`src/rtl/clock_monitor.sv`:
```
// rtl/clock_monitor.sv - measures period and high time of a sampled clock-like input against expected values
// Optional idle timeout with stuck flag: define CLOCK_MONITOR_TIMEOUT_EN.
module clock_monitor #(
  parameter int CNT_W      = 16,
  parameter int EXP_PERIOD = 10,
  parameter int EXP_DUTY   = 50,
  parameter int TOL        = 1,
  parameter int TIMEOUT    = 1024
) (
  input  logic             clk,
  input  logic             rst,
  input  logic             en,
  input  logic             mon_in,
  input  logic             err_clr,
  output logic [CNT_W-1:0] period_out,
  output logic [CNT_W-1:0] high_out,
  output logic             meas_valid,
  output logic             period_err,
  output logic             duty_err,
  output logic             sticky_err,
  output logic             stuck
);

  localparam int                    EXP_HIGH     = (EXP_PERIOD * EXP_DUTY) / 100;
  localparam logic [CNT_W-1:0]      CNT_MAX      = '1;
  localparam logic [CNT_W-1:0]      CNT_ONE      = CNT_W'(1);
  localparam logic signed [CNT_W:0] EXP_PERIOD_S = (CNT_W+1)'(EXP_PERIOD);
  localparam logic signed [CNT_W:0] EXP_HIGH_S   = (CNT_W+1)'(EXP_HIGH);
  localparam logic signed [CNT_W:0] TOL_S        = (CNT_W+1)'(TOL);

  typedef enum logic [1:0] {
    ST_IDLE = 2'd0,
    ST_ARM  = 2'd1,
    ST_MEAS = 2'd2
  } state_t;

  state_t           state_q, state_d;
  logic             s1_q, s1_d, s2_q, s2_d, s3_q, s3_d;
  logic [CNT_W-1:0] hi_cnt_q, hi_cnt_d;
  logic [CNT_W-1:0] lo_cnt_q, lo_cnt_d;
  logic [CNT_W-1:0] period_q, period_d;
  logic [CNT_W-1:0] high_q, high_d;
  logic             meas_valid_q, meas_valid_d;
  logic             period_err_q, period_err_d;
  logic             duty_err_q, duty_err_d;
  logic             sticky_q, sticky_d;
  logic             stuck_rise;
  logic             rise;

`ifdef CLOCK_MONITOR_TIMEOUT_EN
  localparam int IDLE_W = $clog2(TIMEOUT + 1);
  logic [IDLE_W-1:0] idle_cnt_q, idle_cnt_d;
  logic              stuck_q, stuck_d;
`endif

  logic [CNT_W:0]        per_sum;
  logic [CNT_W-1:0]      per_val;
  logic                  per_force, hi_force;
  logic signed [CNT_W:0] per_diff, hi_diff, per_abs, hi_abs;
  logic                  per_err_c, duty_err_c;

  assign rise = s2_q & ~s3_q;

  // Measurement of the period that ends at the current rising edge.
  always_comb begin
    per_sum    = {1'b0, hi_cnt_q} + {1'b0, lo_cnt_q};
    per_val    = per_sum[CNT_W] ? CNT_MAX : per_sum[CNT_W-1:0];
    hi_force   = (hi_cnt_q == CNT_MAX);
    per_force  = per_sum[CNT_W] | hi_force | (lo_cnt_q == CNT_MAX);
    per_diff   = $signed({1'b0, per_val}) - EXP_PERIOD_S;
    hi_diff    = $signed({1'b0, hi_cnt_q}) - EXP_HIGH_S;
    per_abs    = per_diff[CNT_W] ? -per_diff : per_diff;
    hi_abs     = hi_diff[CNT_W] ? -hi_diff : hi_diff;
    per_err_c  = per_force | (per_abs > TOL_S);
    duty_err_c = hi_force | (hi_abs > TOL_S);
  end

  always_comb begin
    s1_d         = mon_in;
    s2_d         = s1_q;
    s3_d         = s2_q;
    state_d      = state_q;
    hi_cnt_d     = hi_cnt_q;
    lo_cnt_d     = lo_cnt_q;
    period_d     = period_q;
    high_d       = high_q;
    period_err_d = period_err_q;
    duty_err_d   = duty_err_q;
    meas_valid_d = 1'b0;
    stuck_rise   = 1'b0;
`ifdef CLOCK_MONITOR_TIMEOUT_EN
    idle_cnt_d   = idle_cnt_q;
    stuck_d      = stuck_q;
`endif

    if (!en) begin
      state_d  = ST_IDLE;
      hi_cnt_d = '0;
      lo_cnt_d = '0;
    end else begin
      case (state_q)
        ST_IDLE: begin
          hi_cnt_d = '0;
          lo_cnt_d = '0;
          state_d  = ST_ARM;
        end
        ST_ARM: begin
          if (rise) begin
            hi_cnt_d = CNT_ONE;
            lo_cnt_d = '0;
            state_d  = ST_MEAS;
          end
        end
        ST_MEAS: begin
          if (rise) begin
            period_d     = per_val;
            high_d       = hi_cnt_q;
            period_err_d = per_err_c;
            duty_err_d   = duty_err_c;
            meas_valid_d = 1'b1;
            hi_cnt_d     = CNT_ONE;
            lo_cnt_d     = '0;
          end else if (s2_q) begin
            if (hi_cnt_q != CNT_MAX) hi_cnt_d = hi_cnt_q + CNT_ONE;
          end else begin
            if (lo_cnt_q != CNT_MAX) lo_cnt_d = lo_cnt_q + CNT_ONE;
          end
        end
        default: state_d = ST_IDLE;
      endcase
    end

`ifdef CLOCK_MONITOR_TIMEOUT_EN
    // A timeout abandons the period in progress and re-arms.
    if (!en || state_q == ST_IDLE) begin
      idle_cnt_d = '0;
      if (!en) stuck_d = 1'b0;
    end else if (rise) begin
      idle_cnt_d = '0;
    end else if (idle_cnt_q == IDLE_W'(TIMEOUT - 1)) begin
      idle_cnt_d = '0;
      stuck_d    = 1'b1;
      state_d    = ST_ARM;
      hi_cnt_d   = '0;
      lo_cnt_d   = '0;
    end else begin
      idle_cnt_d = idle_cnt_q + 1'b1;
    end
    if (en && rise) stuck_d = 1'b0;
    stuck_rise = stuck_d & ~stuck_q;
`endif

    // A new error outranks a clear arriving in the same cycle.
    sticky_d = sticky_q;
    if (err_clr) sticky_d = 1'b0;
    if ((meas_valid_d & (per_err_c | duty_err_c)) | stuck_rise) sticky_d = 1'b1;
  end

  always_ff @(posedge clk or negedge rst) begin
    if (!rst) begin
      state_q      <= ST_IDLE;
      s1_q         <= 1'b0;
      s2_q         <= 1'b0;
      s3_q         <= 1'b0;
      hi_cnt_q     <= '0;
      lo_cnt_q     <= '0;
      period_q     <= '0;
      high_q       <= '0;
      meas_valid_q <= 1'b0;
      period_err_q <= 1'b0;
      duty_err_q   <= 1'b0;
      sticky_q     <= 1'b0;
`ifdef CLOCK_MONITOR_TIMEOUT_EN
      idle_cnt_q   <= '0;
      stuck_q      <= 1'b0;
`endif
    end else begin
      state_q      <= state_d;
      s1_q         <= s1_d;
      s2_q         <= s2_d;
      s3_q         <= s3_d;
      hi_cnt_q     <= hi_cnt_d;
      lo_cnt_q     <= lo_cnt_d;
      period_q     <= period_d;
      high_q       <= high_d;
      meas_valid_q <= meas_valid_d;
      period_err_q <= period_err_d;
      duty_err_q   <= duty_err_d;
      sticky_q     <= sticky_d;
`ifdef CLOCK_MONITOR_TIMEOUT_EN
      idle_cnt_q   <= idle_cnt_d;
      stuck_q      <= stuck_d;
`endif
    end
  end

  assign period_out = period_q;
  assign high_out   = high_q;
  assign meas_valid = meas_valid_q;
  assign period_err = period_err_q;
  assign duty_err   = duty_err_q;
  assign sticky_err = sticky_q;
`ifdef CLOCK_MONITOR_TIMEOUT_EN
  assign stuck      = stuck_q;
`else
  assign stuck      = 1'b0;
`endif

endmodule

```
`config.mk`:
```
export PLATFORM = sky130hd
export DESIGN_NAME = clock_monitor
export DESIGN_NICKNAME = d
export VERILOG_FILES = /design/src/rtl/clock_monitor.sv
export SDC_FILE = /design/constraint.sdc
export NUM_CORES = 1
export LEC_CHECK = 0
export CAP_MARGIN = 20
export CORE_MARGIN = 4
export CORE_UTILIZATION = 50
export DETAILED_ROUTE_END_ITERATION = 7
export PLACE_DENSITY = 0.77
export SLEW_MARGIN = 10
export SYNTH_ARGS = -nofsm -noshare
export SYNTH_HDL_FRONTEND = slang
export SYNTH_SLANG_ARGS = --single-unit
```
`constraint.sdc`:
```
create_clock -name clk -period 4.8 [get_ports clk]
set_input_delay 0.96 -clock clk [delete_from_list [all_inputs] [get_ports clk]]
set_output_delay 0.96 -clock clk [all_outputs]
set_load 0.005 [all_outputs]
```
==> key figures, run 1 <==
Timing
  • Max-slew violation count: 0
  • Tmin final: approximately 4400 ps
  • Fmax achieved: around 0.23 GHz
  • Max_slew headroom: between 30 and 40%
  • Fin crit share: just over 90%
  • Hold Vio Cnt, Final: 0
  • Setup violators final: 0
  • Total negative slack: 0 ps
  • Worst Skew: 6.02 ps
  • Unrepaired setup endpoints after global routing: no
  • Worst Tran Pin Value: approximately 950 ps

Power
  • Seq pwr share: 44.8%
  • Switching part of the total: between 30% and 40%
  • Logic gate share of total power: roughly a quarter
  • Leakage Power: around 2.7 nW
  • Worst vdd ir: about 0.19 mV
  • NetSw: between 0.5 and 0.6 mW
  • PwrDens: 249 nW/um2
  • Design Power: approximately 1.5 mW
  • Pint: about 1 mW
  • Clk pwr share: 30.9%

Layout
  • Fill cells: between 900 and 1000
  • Nets@finish: 714
  • Ant. Diodes: 0
  • Share of layout cells above drive strength 1: about a tenth
  • Area Growth Syn to Fin: 13.6%
  • Final core utilization: roughly 58%

Worst setup path
  • Worst setup EP type: register
  • WP data arrival: about 4700 ps
  • Maximum fanout along the worst path: 10
  • Critical path type: reg2reg
  • Cells along the critical path: ha_1 -> a21oi_1 -> o211ai_1 -> a221oi_4 -> nand2_2 -> nor2_1 -> ha_1 -> inv_1 -> and3_1 -> a2111oi_2 -> nor3b_2 -> xnor2_1 -> nor2_1 -> a311o_2 -> nor4b_1 -> a21oi_1
  • Worst path slowest cell: dfrtp_1
  • CP Data Required Time: about 5100 ps
  • Startpoint Class: register
  • Crit-path max cell delay: roughly 530 ps

Yosys
  • Yosys cell types: 84
  • Most numerous cell in the Yosys netlist: nand2_1
  • Top_reg_cell synth: dfrtp_1
  • Synth warn: 0
  • Post-synthesis sequential area ratio: around a third
  • Mapped Area: roughly 5300 um2
  • Mapped Cells: between 600 and 700
  • Synth top area share: approximately a third
  • EDFF count, synth: 0
  • Most instantiated cells after synthesis: nand2_1 (112), dfrtp_1 (73), nor2_1 (61)
  • Mapped Avg Cell Area: between 8 and 9 um2
  • Synth Net Count: 680
  • Post-synth top area cell: dfrtp_1
  • Ys async rst share: 100%
  • Seq cells post-synth: 73
  • Top cells by area, synth: dfrtp_1 (34%), nand2_1 (7.9%), ha_1 (6.3%)

Routing
  • Post-route ant nets: 0
  • WL final: roughly 14 mm
  • 1st-iter DRT viols: between 300 and 400
  • DR vias: roughly 5000
  • Routed WL per cell: around 18 um
  • Vias per Instance: around 6.1
  • 1st-pass router iterations: 5
  • DR DRC count: 0

Global routing
  • Number of global-route vias before repair: roughly 4700
  • Largest net degree at the start of global routing: 45
  • Grt ovf: 0
  • GRT Resource Usage Total: about a quarter
  • Initial antenna violation count: 0
  • First-pass GRT wire length: ~24 mm

Placed design
  • # port buffers: 40
  • RePlAce Congestion: about 0.95
  • DP Wirelength: 11.0 mm

Run
  • Max-cap violations: 0

Clock network
  • Clock slew at reported path FFs: 90 ps
  • Hold-fix buffers, CTS: 0
  • Clock Tree Root: clkbuf_8
  • CTS tree: yes
  • Clk Latency, worst-skew pair: around 370 ps
  • CTS buffer count: 9
  • Post-CTS setup buffers: 0
  • Post-CTS Resized: 0
  • H-tree depth: 3
  • Sink Count: 73
  • Clock Path Buffers: 2

Floorplanning
  • Starting Density: approximately 51%
  • Core ar.: roughly 10000 um2
  • Die height: ~110 um
  • Site Rows: 37
  • I/O pin total: 42
  • Die X: roughly 110 um
  • Total Die Area: 12400 um2

Outcome
  • Status: finished, final reports clean

Worst hold path
  • Hold WC Path Type: reg2reg
## sequential cells by signal, indices dropped and copies added (netlist names), 2 cells and up
| register | cells |
|---|---|
| period_out | 16 |
| hi_cnt_q | 16 |
| high_out | 16 |
| state_q | 2 |
| lo_cnt_q | 16 |
## layer usage
layer  vias up  global-route usage, %  part of all wire [%]
met2       186                   37.6                    46
met5         -                      0                     0
li1       2402                      -                     -
met1      2403                   31.9                    45
met3        29                   3.98                   5.7
met4         0                   11.0                   2.9
## power by group through the flow
stage / Sequential [mW] / Combinational (mW) / Clock (mW)
2_1_floorplan: 0.688 / 0.215 / 0
3_3_place_gp: 0.684 / 0.347 / 0
3_5_place_dp: 0.687 / 0.361 / 0
4_1_cts: 0.675 / 0.364 / 0.476
5_1_grt: 0.681 / 0.404 / 0.510
6_report: 0.674 / 0.366 / 0.464
## layout by cell type (no fill, tap or decap), drive strengths merged, types with 3 or more instances in the layout
cell           synthesis  layout
a311o                  3       3
a211oi                 6       6
nor3                  12      12
o21a                   3       3
a21oi                 37      37
or3                    7       7
nor2b                  7       7
a21o                  10      10
nand3b                 4       4
o211ai                 6       6
buf                   12      17
nor3b                  4       4
xnor2                 16      16
nor2                  61      61
and2                   8       8
nand2                113     113
xor2                  11      11
nand4b                 3       3
or4                    3       3
and4                   4       4
clkbuf                21       9
dfrtp                 73      73
o21ai                 64      64
nand4                 15      15
nor4                   5       5
ha                    27      27
and3                  15      15
o31ai                  7       7
nand2b                 4       4
clkdlybuf4s50          0      39
nand3                 21      21
a31oi                 13      13
a2111oi                3       3
or2                    5       5
inv                   12      15
## stage by stage
step	cell area, um2	worst slack [ps]	cells	hold slack (ps)
2_1_floorplan	5330	657	647	331
3_3_place_gp	5850	557	805	333
3_5_place_dp	5850	463	805	354
4_1_cts	6030	454	821	373
5_1_grt	6050	89.0	822	380
6_report	6050	397	822	377
## worst paths after layout
check | cells past startpoint | slack [ps] | startpoint | end
worst min-delay path | 0 | 380 | s1_q | s2_q
worst max register to register | 16 | 400 | hi_cnt_q[9] | sticky_err
worst max-delay path | 16 | 400 | hi_cnt_q[9] | sticky_err
worst min register to register | 0 | 380 | s1_q | s2_q
max in group asynchronous | 2 | 3620 | rst | lo_cnt_q[13]
min in group asynchronous | 1 | 470 | rst | high_out[3]
## cell families (layout without fill, tap and decap cells)
logic type | after synthesis | in the layout | share of synthesized area [%]
adders and majority gates | 28 | 28 | 6.72
other | 1 | 1 | 0.0704
DFF | 73 | 73 | 34.3
and+or+nand+nor | 296 | 296 | 27.8
buffers and inverters | 45 | 84 | 3.78
xor gates and xnor gates | 29 | 29 | 5.50
AOI/OAI and AO/OA | 173 | 173 | 21.5
muxes | 2 | 2 | 0.399
## layout make-up
class,count,area [um2],share of cell area [%]
Inverter,12,45.0,0.744
Clock inverter,7,61.3,1.01
Tap cell,136,170,2.81
Clock buffer,9,124,2.05
Sequential cell,73,1830,30.2
Multi-Input combinational cell,529,3300,54.5
Timing Repair Buffer,56,528,8.72
## worst max-delay path, delay by kind of cell (launching register included)
family          cells  cell delay (ps)
compound gates      6             1820
xor+xnor            1              190
fa+ha+maj           2              690
buf+inv             1              100
flops               1              530
simple gates        6              980
Note: power is estimated with default switching activity, not from simulation.
==> run 2, diff against run 1 <==
--- a/config.mk
+++ b/config.mk
@@ -10,2 +10,3 @@
 export CORE_UTILIZATION = 50
+export CTS_BUF_LIST = sky130_fd_sc_hd__clkbuf_16
 export DETAILED_ROUTE_END_ITERATION = 7
--- a/constraint.sdc
+++ b/constraint.sdc
@@ -3,2 +3,2 @@
 set_output_delay 0.96 -clock clk [all_outputs]
-set_load 0.005 [all_outputs]
+set_load 0.05 [all_outputs]
==> key figures, run 2 (same netlist as run 1, synthesis figures left out) <==
Floorplanning
  • Site Rows: 37
  • Core ar.: just over 10000 um2
  • Total Die Area: approximately 12000 um2
  • Die X: roughly 110 um
  • Starting Density: between 50% and 60%
  • I/O pin total: 42
  • Die height: about 110 um

Clock network
  • CTS tree: yes
  • Clock slew at reported path FFs: approximately 60 ps
  • Hold-fix buffers, CTS: 0
  • Post-CTS setup buffers: 0
  • Clock Path Buffers: 2
  • Post-CTS Resized: 0
  • H-tree depth: 3
  • Clk Latency, worst-skew pair: between 300 and 400 ps
  • Clock Tree Root: clkbuf_16
  • CTS buffer count: 9
  • Sink Count: 73

Layout
  • Final core utilization: between 50% and 60%
  • Most frequent cells in the layout: nand2_1 (112), dfrtp_1 (73), nor2_1 (61)
  • Nets@finish: just over 700
  • Ant. Diodes: 0
  • Area Growth Syn to Fin: 15.5%
  • Commonest non-fill, non-tap cell in the layout: nand2_1
  • Share of layout cells above drive strength 1: around a tenth

Timing
  • Worst Skew: about 4.8 ps
  • Worst Tran Pin Value: approximately 930 ps
  • Max_slew headroom: 37.8%
  • Tmin final: 4380 ps
  • Total negative slack: 0 ps
  • Setup violators final: 0
  • Unrepaired setup endpoints after global routing: no
  • Final WS setup: 416 ps
  • Fin crit share: 91.3%
  • Max-slew violation count: 0
  • Hold Vio Cnt, Final: 0
  • Fmax achieved: roughly 0.23 GHz

Power
  • PwrDens: between 200 and 300 nW/um2
  • Worst vdd ir: 0.219 mV
  • Leakage Power: roughly 2.8 nW

Global routing
  • First-pass GRT wire length: between 20 and 25 mm
  • Number of global-route vias before repair: ~4800
  • Grt ovf: 0
  • Initial antenna violation count: 0
  • GRT Resource Usage Total: a little under a quarter
  • Largest net degree at the start of global routing: 45

Worst setup path
  • Flop2flop setup slack: approximately 420 ps
  • Critical path type: reg2reg
  • CP Data Required Time: 4980 ps
  • Maximum fanout along the worst path: 10
  • WP data arrival: approximately 4600 ps
  • Reg2reg start: hi_cnt_q[9]
  • Startpoint Class: register
  • Reg2reg end: sticky_err
  • Worst setup EP type: register
  • Critical path origin: hi_cnt_q[9]
  • R2R depth: 16

Routing
  • DR DRC count: 0
  • Met2 WL post-DR: roughly 6.6 mm
  • DRT met1 WL: 6.66 mm
  • Met3 WL post-DR: 794 um
  • 1st-iter DRT viols: about 400
  • WL final: 14.4 mm
  • 1st-pass router iterations: 5
  • Top Metal Used: met4
  • Post-route ant nets: 0
  • Vias per Instance: roughly 6.1
  • DR vias: 4984
  • Routed WL per cell: around 18 um

Worst hold path
  • Hold depth: 0
  • Hold_sp: s1_q
  • Hold WC Path Type: reg2reg
  • Hold endpoint: s2_q

Outcome
  • Status: finished, final reports clean

Placed design
  • DP Wirelength: around 11 mm
  • Post-Place Setup Slack: around 460 ps
  • # port buffers: 40
  • RePlAce Congestion: between 0.9 and 1

Run
  • Max-cap violations: 0
run 2: cell counts in the layout (fill, tap and decap cells not counted):
Identical to the previous run, type by type.
run 2: cell type report:
cell class	instances	area, um2
Clock buffer	9	225
Clock inverter	7	61.3
Fill cell	943	4210
Inverter	12	45.0
Multi-Input combinational cell	529	3300
Sequential cell	73	1830
Tap cell	136	170
Timing Repair Buffer	56	528
run 2: worst max-delay path by stage:
| stage | depth (start not counted) | slack (ps) | to |
|---|---|---|---|
| detailed placement | 16 | 460 | sticky_err |
| CTS | 16 | 460 | sticky_err |
| finish | 16 | 420 | sticky_err |
| global placement | 16 | 560 | sticky_err |
| global route | 17 | 90 | sticky_err |
| floorplan | 18 | 660 | sticky_err |
run 2: metal layers:
layer  up-vias  track usage (%)
li1       2407                -
met2       180             37.9
met5         -                0
met4         0             8.76
met3        27             4.53
met1      2370             31.9
run 2: through the flow:
step	hold WS, ps	cell area [um2]	power [mW]	instances
6_report	370	6160	1.78	822
5_1_grt	374	6160	1.87	822
4_1_cts	369	6140	1.79	821
3_5_place_dp	354	5850	1.14	805
3_3_place_gp	333	5850	1.13	805
2_1_floorplan	331	5330	0.997	647
run 2: critical path, stage by stage, from the launching register on:
cell and delay [ps]:
dfrtp_1 520, ha_1 430, a21oi_1 350, o211ai_1 180, a221oi_4 420, nand2_2 110
nor2_1 220, ha_1 260, inv_1 100, and3_1 190, nor2_1 270, xnor2_1 160
a21oi_1 80, o311ai_0 370, o2111ai_2 190, nor4b_1 320, a21oi_1 70
run 2: report_power, final:
part	switching [mW]	total [mW]	internal [mW]
combinational	0.315	0.462	0.147
sequential	0.0220	0.675	0.653
clock	0.287	0.646	0.359
==> run 3, diff against run 2 <==
- CELL_PAD_IN_SITES_DETAIL_PLACEMENT: not set -> 1
- CELL_PAD_IN_SITES_GLOBAL_PLACEMENT: not set -> 2
- CORE_UTILIZATION: 50 -> 36
- CTS_CLUSTER_DIAMETER: not set -> 40
- PLACE_DENSITY: 0.77 -> 0.88
==> key figures, run 3 (same netlist as run 1, synthesis figures left out) <==
Worst setup path
  • CP Data Required Time: 5070 ps
  • Startpoint Class: register
  • Worst setup EP type: register
  • Cells along the critical path: ha_1 -> fa_1 -> a211oi_2 -> o211ai_1 -> nand3b_2 -> nand2_2 -> nor2_2 -> ha_1 -> inv_1 -> and3_1 -> a2111oi_2 -> nor3b_2 -> xnor2_1 -> nor2_1 -> a311o_2 -> nor4b_1 -> a21oi_1
  • WP data arrival: between 4000 and 5000 ps
  • Delay-heaviest family, CP: compound AO/OA/AOI/OAI gates
  • Worst path slowest cell: dfrtp_1
  • Crit path top cell by count: ha_1
  • Maximum fanout along the worst path: 5
  • WP buf/inv: 1
  • Crit-path max cell delay: approximately 440 ps
  • Critical path type: reg2reg

Clock network
  • Hold-fix buffers, CTS: 0
  • Clock slew at reported path FFs: 60 ps
  • Clk Latency, worst-skew pair: approximately 350 ps
  • H-tree depth: 3
  • Sink Count: between 70 and 80
  • CTS buffer count: 9
  • CTS tree: yes
  • Clock Path Buffers: 2
  • Clock Tree Root: clkbuf_16

Timing
  • Setup violators final: 0
  • Fin crit share: 91.3%
  • Worst Skew: 8.85 ps
  • Fmax achieved: between 0.2 and 0.25 GHz
  • WHS: around 350 ps
  • Total negative slack: 0 ps
  • Tmin final: about 4400 ps
  • Max_slew headroom: between 30% and 40%
  • Unrepaired setup endpoints after global routing: no
  • Worst Tran Pin Value: around 960 ps
  • Hold Vio Cnt, Final: 0
  • Max-slew violation count: 0

Routing
  • Top Metal Used: met4
  • DR vias: about 5000
  • 1st-pass router iterations: 5
  • DR DRC count: 0
  • Met3 WL post-DR: between 400 and 500 um
  • WL final: 16.3 mm
  • Routed WL per cell: around 19 um
  • DRT met1 WL: approximately 7.7 mm
  • Post-route ant nets: 0
  • Met2 WL post-DR: ~8 mm
  • Vias per Instance: 5.72
  • 1st-iter DRT viols: approximately 340

Power
  • Leakage Power: between 2 and 3 nW
  • Worst vdd ir: 0.182 mV
  • PwrDens: roughly 290 nW/um2

Layout
  • Area Growth Syn to Fin: 16.7%
  • Commonest non-fill, non-tap cell in the layout: nand2_1
  • Ant. Diodes: 0
  • Most frequent cells in the layout: nand2_1 (111), dfrtp_1 (73), o21ai_0 (59), nor2_1 (59), clkdlybuf4s50_1 (39)
  • Fill cells: 1746
  • Nets@finish: between 700 and 800
  • Share of layout cells above drive strength 1: roughly a tenth

Floorplanning
  • Site Rows: 44
  • I/O pin total: between 40 and 50
  • Core ar.: 14500 um2
  • Die height: 130 um
  • Die X: approximately 130 um
  • Total Die Area: 16800 um2
  • Starting Density: 36.7%

Global routing
  • Largest net degree at the start of global routing: 74
  • GRT Resource Usage Total: 19.9%
  • Number of global-route vias before repair: ~5000
  • Initial antenna violation count: 0
  • First-pass GRT wire length: 26.5 mm
  • Grt ovf: 0

Placed design
  • RePlAce Congestion: 0.879
  • # port buffers: 40
  • DP Wirelength: ~12 mm

Worst hold path
  • Hold WC Path Type: reg2reg

Run
  • Max-cap violations: 0

Outcome
  • Status: finished, final reports clean
-- run 3: changes by cell type in the layout (fill, tap and decap cells not counted), sizes merged --
| cell | before | now |
|---|---|---|
| buf | 17 | 15 |
| bufinv | 0 | 1 |
| inv | 15 | 14 |
-- run 3: worst paths after layout --
kind                             start     endpoint  slack (ps)  cells past startpoint
max                        lo_cnt_q[0]   sticky_err         420                     17
min                               s1_q         s2_q         350                      0
max reg2reg                lo_cnt_q[0]   sticky_err         420                     17
min reg2reg                       s1_q         s2_q         350                      0
max in group asynchronous          rst  lo_cnt_q[8]        3410                      1
min in group asynchronous          rst   meas_valid         760                      1
-- run 3: routing by layer --
layer | GRT usage [%] | vias to the layer above
li1 | - | 2390
met1 | 26.5 | 2464
met2 | 33.5 | 90
met3 | 2.60 | 23
met4 | 6.78 | 0
met5 | 0 | -
-- run 3: report_power, final --
part	total [mW]	internal (mW)	switching (mW)	leakage, nW
clock network	0.688	0.402	0.286	0.143
logic	0.464	0.145	0.319	1.63
registers	0.677	0.653	0.0236	1.00
-- run 3: per-stage QoR --
step | power, mW | setup WS [ps] | instance area (um2) | util (%) | instances
after floorplan | 0.997 | 657 | 5330 | - | 647
after global placement | 1.14 | 538 | 5900 | 40.6 | 852
after detailed placement | 1.16 | 256 | 5900 | 40.6 | 852
after CTS | 1.85 | 220 | 6200 | 42.7 | 868
after global routing | 1.92 | 91.9 | 6220 | 42.8 | 868
final | 1.83 | 419 | 6220 | 42.8 | 868
-- run 3: cell type report --
cell class	instances	area (um2)	share of cell area, %
clock buffer	9	225	3.62
clock inverter	7	71.3	1.15
inverter	12	45.0	0.724
multi-input combinational	529	3320	53.3
sequential	73	1830	29.4
tap	184	230	3.70
timing repair buffer	54	503	8.09
-- run 3: timing repair --
action	4_1_cts	5_1_grt
endpoints found under the setup margin	0	2
resized for setup	0	6
buffers inserted	0	0
